**config.mk**
```make
export PLATFORM = sky130hd
export DESIGN_NAME = seq_multiply_flat
export DESIGN_NICKNAME = d
export VERILOG_FILES = /design/src/rtl/seq_multiply_if.sv /design/src/rtl/seq_multiply.sv /design/src/flat_wrapper.sv
export SDC_FILE = /design/constraint.sdc
export NUM_CORES = 1
export LEC_CHECK = 0
export ABC_AREA = 1
export BUFFER_PORTS_ARGS = -buffer_cell sky130_fd_sc_hd__buf_2
export CORE_UTILIZATION = 35
export DETAILED_ROUTE_END_ITERATION = 8
export HOLD_SLACK_MARGIN = 0.15
export PLACE_DENSITY = 0.64
export RECOVER_POWER = 100
export SETUP_SLACK_MARGIN = 0.5
export SLEW_MARGIN = 15
export SYNTH_ARGS = -nofsm -noshare
export SYNTH_HDL_FRONTEND = slang
export SYNTH_SLANG_ARGS = --single-unit
```
**constraint.sdc**
```tcl
create_clock -name clk -period 2.3 [get_ports clk]
set_input_delay 0.23 -clock clk [delete_from_list [all_inputs] [get_ports clk]]
set_output_delay 0.23 -clock clk [all_outputs]
set_load 0.05 [all_outputs]
```
**src/rtl/seq_multiply_if.sv**
```systemverilog
`default_nettype none
// ----------------------------------------------------------------------------
// seq_multiply_if : operand/result bundle for the sequential multiplier.
// Rev 1.0
// ----------------------------------------------------------------------------
interface seq_multiply_if;
  logic [31:0] inp1;
  logic [31:0] inp2;
  logic        start;
  logic        busy;
  logic        done;
  logic [31:0] prod_lo;
  logic [31:0] prod_hi;

  modport master (
    output inp1, inp2, start,
    input  busy, done, prod_lo, prod_hi
  );

  modport slave (
    input  inp1, inp2, start,
    output busy, done, prod_lo, prod_hi
  );
endinterface
`default_nettype wire

```
**src/rtl/seq_multiply.sv**
```systemverilog
`default_nettype none
// ----------------------------------------------------------------------------
// seq_multiply : 32x32 unsigned shift-add multiplier, one multiplier bit/cycle.
// Optional early exit compiled in with SEQ_MULTIPLY_EARLY_EXIT_EN.  Rev 1.0
// ----------------------------------------------------------------------------
module seq_multiply (
  input  wire logic     clk,
  input  wire logic     rst_n,
  seq_multiply_if.slave mul_if
);

  typedef enum logic [1:0] {
    ST_IDLE = 2'd0,
    ST_RUN  = 2'd1,
    ST_DONE = 2'd2
  } state_t;

  state_t      state_q, state_d;
  logic [31:0] mcand_q, mcand_d;
  logic [31:0] mplier_q, mplier_d;
  // Accumulator bit 0 is always zero while running, so it is not stored.
  logic [63:1] acc_q, acc_d;
  logic [4:0]  cnt_q, cnt_d;
  logic [63:0] prod_q, prod_d;

  logic [32:0] sum;
  logic [63:0] step_acc;
  logic        last_step;
  logic [63:0] final_acc;

  always_comb begin
    sum      = {1'b0, acc_q[63:32]} + (mplier_q[0] ? {1'b0, mcand_q} : 33'd0);
    step_acc = {sum, acc_q[31:1]};
  end

`ifdef SEQ_MULTIPLY_EARLY_EXIT_EN
  logic [4:0] shift_amt;

  // Once no multiplier bits remain, the outstanding iterations are pure shifts.
  always_comb begin
    last_step = (mplier_q[31:1] == 31'd0);
    shift_amt = 5'd31 - cnt_q;
    final_acc = step_acc >> shift_amt;
  end
`else
  always_comb begin
    last_step = (cnt_q == 5'd31);
    final_acc = step_acc;
  end
`endif

  always_comb begin
    state_d  = state_q;
    mcand_d  = mcand_q;
    mplier_d = mplier_q;
    acc_d    = acc_q;
    cnt_d    = cnt_q;
    prod_d   = prod_q;
    case (state_q)
      ST_IDLE: begin
        if (mul_if.start) begin
          state_d  = ST_RUN;
          mcand_d  = mul_if.inp1;
          mplier_d = mul_if.inp2;
          acc_d    = '0;
          cnt_d    = 5'd0;
        end
      end
      ST_RUN: begin
        acc_d    = step_acc[63:1];
        mplier_d = {1'b0, mplier_q[31:1]};
        cnt_d    = cnt_q + 5'd1;
        if (last_step) begin
          state_d = ST_DONE;
          prod_d  = final_acc;
        end
      end
      ST_DONE: begin
        state_d = ST_IDLE;
      end
      default: begin
        state_d = ST_IDLE;
      end
    endcase
  end

  always_ff @(posedge clk or negedge rst_n) begin
    if (!rst_n) begin
      state_q  <= ST_IDLE;
      mcand_q  <= '0;
      mplier_q <= '0;
      acc_q    <= '0;
      cnt_q    <= '0;
      prod_q   <= '0;
    end else begin
      state_q  <= state_d;
      mcand_q  <= mcand_d;
      mplier_q <= mplier_d;
      acc_q    <= acc_d;
      cnt_q    <= cnt_d;
      prod_q   <= prod_d;
    end
  end

  assign mul_if.busy    = (state_q == ST_RUN);
  assign mul_if.done    = (state_q == ST_DONE);
  assign mul_if.prod_lo = prod_q[31:0];
  assign mul_if.prod_hi = prod_q[63:32];

endmodule
`default_nettype wire

```
**src/flat_wrapper.sv**
```systemverilog
// flat-port wrapper written by rule: the top's interface ports become plain ports
module seq_multiply_flat 
  (clk, rst_n, mul_if_inp1, mul_if_inp2, mul_if_start, mul_if_busy, mul_if_done, mul_if_prod_lo, mul_if_prod_hi);
  seq_multiply_if mul_if_i ();
  input  wire logic clk;
  input  wire logic rst_n;
  input wire logic [$bits(mul_if_i.inp1)-1:0] mul_if_inp1;
  input wire logic [$bits(mul_if_i.inp2)-1:0] mul_if_inp2;
  input wire logic [$bits(mul_if_i.start)-1:0] mul_if_start;
  output wire logic [$bits(mul_if_i.busy)-1:0] mul_if_busy;
  output wire logic [$bits(mul_if_i.done)-1:0] mul_if_done;
  output wire logic [$bits(mul_if_i.prod_lo)-1:0] mul_if_prod_lo;
  output wire logic [$bits(mul_if_i.prod_hi)-1:0] mul_if_prod_hi;
  assign mul_if_i.inp1 = mul_if_inp1;
  assign mul_if_i.inp2 = mul_if_inp2;
  assign mul_if_i.start = mul_if_start;
  assign mul_if_busy = mul_if_i.busy;
  assign mul_if_done = mul_if_i.done;
  assign mul_if_prod_lo = mul_if_i.prod_lo;
  assign mul_if_prod_hi = mul_if_i.prod_hi;
  seq_multiply u_core (.clk(clk), .rst_n(rst_n), .mul_if(mul_if_i));
endmodule
```
## After elaboration in Yosys (flattened, before gate mapping)

Index checks and enable logic that the tools add are counted.

- Add/sub/neg operators: 2
- $mul: 0
- Divide/modulo/power cells: 0
- Magnitude comparators: 0
- Equal/unequal tests: 5
- Shifts and indexed selects: 0
- Mux-type cells: 10
- Bitwise gates (word level): 0
- Reductions and logical operators: 6

Operator list:

| operator | number |
|---|---|
| $pmux 63 s2 | 1 |
| $mux 32 | 2 |
| $pmux 32 s2 | 1 |
| $mux 63 | 1 |
| $add 32x33->33 | 1 |
| $pmux 5 s2 | 1 |
| $reduce_and 2->1 | 4 |
| $add 5x1->5 const B | 1 |
| $eq 5x5->1 const B | 1 |
| $mux 5 | 1 |
| $mux 2 | 2 |
| $pmux 2 s2 | 1 |
| $eq 2x1->1 const B | 1 |
| $eq 2x2->1 const B | 1 |
| $logic_not 2->1 | 1 |
| $ne 2x1->1 const B | 1 |
| $ne 2x2->1 const B | 1 |
| $reduce_bool 2->1 | 1 |

- Flip-flop bits (word level): 198
- Latch bits: 0
- RAM bits: 0
- Bits in read-only memories: 0
- Input port bits: 67
- Word-level logic and storage cells: 29
- Memories kept: 0

## Logic depth before layout (Yosys ltp)

- Word-level depth: 3
- Depth in mapped cells: 17
- Mapped depth without buffers: 15

## Least setup slack after synthesis

Ideal clock, no wire load.

- Path type: register to register
- From: register u_core.mplier_q[0]
- To: register u_core.prod_q[47]
- Arrival time: 2.193 ns
- Path slack: -0.011 ns
- Cell stages (with the launch flop): 16
- Path buffers: 2
- Period minus slack after synthesis: 2.311 ns
- Cell sequence: dfrtp_1 -> clkbuf_1 -> clkbuf_1 -> nand2_1 -> inv_1 -> ha_1 -> fa_1 -> nand3_1 -> nand3_2 -> nand2_1 -> nand2_1 -> nand2_1 -> nand2_1 -> or2_1 -> nand3_1 -> nand2_1

- Longest elaborated chain between the ends: 2

Ends and longest elaborated chain:

| element | line | RTL |
|---|---|---|
| start, declared | seq_multiply.sv:20 | `logic [31:0] mplier_q, mplier_d;` |
| start signal, assigned | seq_multiply.sv:98 | `mplier_q <= mplier_d;` |
| $mux 32 | seq_multiply.sv:32 | `sum = {1'b0, acc_q[63:32]} + (mplier_q[0] ? {1'b0, mcand_q} : 33'd0);` |
| $add 32x33->33 | seq_multiply.sv:32 |  |
| end signal, assigned | seq_multiply.sv:101 | `prod_q <= prod_d;` |
| end, declared | seq_multiply.sv:24 | `logic [63:0] prod_q, prod_d;` |

Every way passes these cells.
A chain may end at the register's enable or synchronous reset.

## Worst setup path after layout

- From: register u_core.mplier_q[0]
- To: register u_core.prod_q[42]

Same word-level chain as after synthesis.

==> impl_metrics.csv <==
group,metric,value,unit
place,dp_hpwl,18850,µm
finish,fin_area,13800,µm²
clock_tree,cts_htree_levels,4,
sta,min_period,2.244,ns
floorplan,dieArea,29460,µm²
critical_path,path_max_fanout,7,
sta,relSlewSlack,1.563,%
run,maxCapViolations,0,
detailed_routing,drt_pass1_iterations,5,
synth,yosysWarnings,0,
hold_path,hold_class,"reg2reg",
detailed_routing,drc,0,
critical_path,slowest_stage,"dfrtp_2",
floorplan,io_pins,133,
global_routing,grt_pass1_wl,45160,µm
synth,synth.cell_area,10070,µm²
hold_path,min_to,"u_core.prod_q[53]",
critical_path,cpLargestDelayFamily,"simple AND/OR/NAND/NOR gates",
floorplan,die_y,171.6,µm
finish,final_cells,1867,
clock_tree,root_buffer,"clkbuf_16",
clock_tree,cts_buffers,17,
floorplan,die_w,171.6,µm
synth,synthArstFlopShare,100.0,%
critical_path,cp-start-kind,"flip-flop",
critical_path,crit_path_max_incr_delay,0.46,ns
sta,fin_crit_sh,97.57,%
synth,synth_flop_cell,"dfrtp_1",
sta,clock-skew-final,0.01704,ns
floorplan,start_util,35.96,%
synth,ys_top_cells_by_count,"nand2_1, inv_1, dfrtp_1, o22ai_1, nand3_1",
synth,avgSynthCellArea,8.064,µm²
detailed_routing,post_drt_via_cell_ratio,4.829,
place,portBuffers,132,
clock_tree,clk-insertion-delay-late,0.46,ns
hold_path,hold-path-cell-count,2,
critical_path,crit_chain,"buf_6, nand2_1, inv_1, ha_4, nand2_4, inv_1, nand2_1, nand2_2, nand3b_1, buf_4, xor2_2, nand2_1, nand2_1",
critical_path,end_kind,"flip-flop",
synth,syn_inst,1249,
place,dp_cells,1735,
critical_path,cp_common_cell,"nand2_1",
global_routing,grtUsageTotal,19.80,%
sta,setup_viol,0,
critical_path,r2r_cells,13,
detailed_routing,vias,9016,
detailed_routing,ant_nets,0,
critical_path,crit_type,"reg2reg",
sta,final_max_slew_viol_count,0,
synth,synth-edff-count,0,
synth,syn_nets,1351,
run_status,status,"finished clean",
critical_path,crit_required,2.64,ns
global_routing,first_global_vias,8638,
critical_path,r2r_slack,0.06,ns
detailed_routing,routedWlPerCell,16.25,µm
detailed_routing,first_iter_violations,515,
clock_tree,clockBufferDepth,2,
critical_path,r2r_end,"u_core.prod_q[42]",
clock_tree,path_clk_slew,0.08,ns
finish,nNetsFinal,1575,
finish,layout-drive-gt1-share,26.04,%
global_routing,globalRouteOverflowTotal,0,
synth,ys_seq_area_share,49.19,%
detailed_routing,wirelength,30340,µm
hold_path,min_from,"u_core.prod_q[53]",
synth,synth_area_leaders,"dfrtp_1, nand2_1, inv_1",
sta,worst_pin_slew,1.477,ns
synth,synth_cell_type_count,33,
synth,synth-seq-cells,198,
place,dpl_cell_area,11580,µm²
sta,grt_setup_unrepaired,"true",
sta,clock.fmax,0.4456,GHz
global_routing,grt_max_degree,108,
synth,synth_top_area_share,49.19,%
critical_path,cp_data_arrival_time,2.59,ns
global_routing,grt_antenna_before_repair,3,
sta,finalHoldViolCount,0,
critical_path,r2r-start,"u_core.mplier_q[0]",
critical_path,cp.buffers_inverters,4,
floorplan,num_rows,61,
clock_tree,cts_tree,"done",
floorplan,core-area,28010,µm²
synth,yosysMostFrequentCell,"nand2_1",
place,gp_congestion,0.9588,
sta,hold_ws,0.4757,ns
finish,areaGrowthSynthToFinish,36.99,%
synth,yosys.area.top_type,"dfrtp_1",
clock_tree,clock-sinks,198,
## cell type report
| type | count | area [µm²] |
|---|---|---|
| timing repair buffer | 249 | 1742 |
| antenna | 3 | 7.507 |
| multi-input combinational | 795 | 5191 |
| inverter | 212 | 804.5 |
| clock inverter | 15 | 198.9 |
| clock buffer | 17 | 425.4 |
| fill | 2631 | 14210 |
| sequential | 198 | 4956 |
| tap | 378 | 473.0 |
## worst register-to-register path, delay by kind of cell (launching register included)
family                   cells  cell delay [ns]
flip-flops                   1             0.46
AND/OR/NAND/NOR              7             0.75
adder cells (fa/ha/maj)      1             0.23
buffers and inverters        4             0.56
XOR/XNOR                     1             0.14
## cell families after synthesis
group	count (synthesis)	share of synthesized area, %
AO/OA/AOI/OAI	180	10.02
XOR/XNOR	15	1.304
adder cells (fa/ha/maj)	35	4.422
buffers and inverters	256	9.963
flip-flops	198	49.19
multiplexers	32	3.578
AND/OR/NAND/NOR	533	21.52
## timing repair
action,CTS,global route
gates cloned,1,7
setup endpoints to repair,61,96
buffers inserted,10,13
pin swaps,16,26
hold buffers,66,0
gates resized for setup,97,111
hold endpoints to repair,124,0
## stage by stage
stage / utilization [%] / setup TNS (ns) / worst slack [ns]
global route: 49.26 / -0.4988 / -0.07555
CTS: 47.77 / 0 / 0.1480
global placement: 41.35 / 0 / 0.1607
detailed placement: 41.35 / 0 / 0.1008
floorplan: - / 0 / 0.1764
finish: 49.26 / 0 / 0.05588
## cell usage in the layout (no fill, tap or decap), types with 32 or more instances in the layout
| master | count |
|---|---|
| a21oi_1 | 38 |
| nand2_1 | 326 |
| clkbuf_1 | 65 |
| o21ai_0 | 45 |
| nand2_2 | 64 |
| dfrtp_1 | 197 |
| inv_1 | 192 |
| buf_2 | 67 |
| o22ai_1 | 63 |
| mux2_2 | 32 |
| nand3_1 | 44 |
| dlygate4sd3_1 | 66 |
## layer usage
layer	track usage (%)	up-vias	wire, µm
met3	3.774	43	1502
met5	0	-	0
met1	25.91	4320	13540
li1	-	4405	-
met2	32.58	248	14570
met4	6.910	0	732
## flip-flops by register name (all words and copies together) (netlist names)
register         count
u_core.mplier_q     32
u_core.state_q       2
u_core.mcand_q      32
u_core.cnt_q         5
u_core.prod_q       64
u_core.acc_q        63
## how the worst max path moves through the flow
stage	slack, ns	from	depth (start not counted)	endpoint
3_3_place_gp	0.16	u_core.mplier_q[0]	13	u_core.prod_q[58]
3_5_place_dp	0.10	u_core.mplier_q[0]	11	u_core.prod_q[39]
6_report	0.06	u_core.mplier_q[0]	13	u_core.prod_q[42]
2_1_floorplan	0.18	u_core.mplier_q[0]	15	u_core.prod_q[47]
5_1_grt	-0.08	u_core.mplier_q[0]	13	u_core.prod_q[42]
4_1_cts	0.15	u_core.mplier_q[0]	14	u_core.acc_q[47]
Power is not shown: default switching activity piles up to over one toggle a cycle in this logic, so the estimate is an artifact.
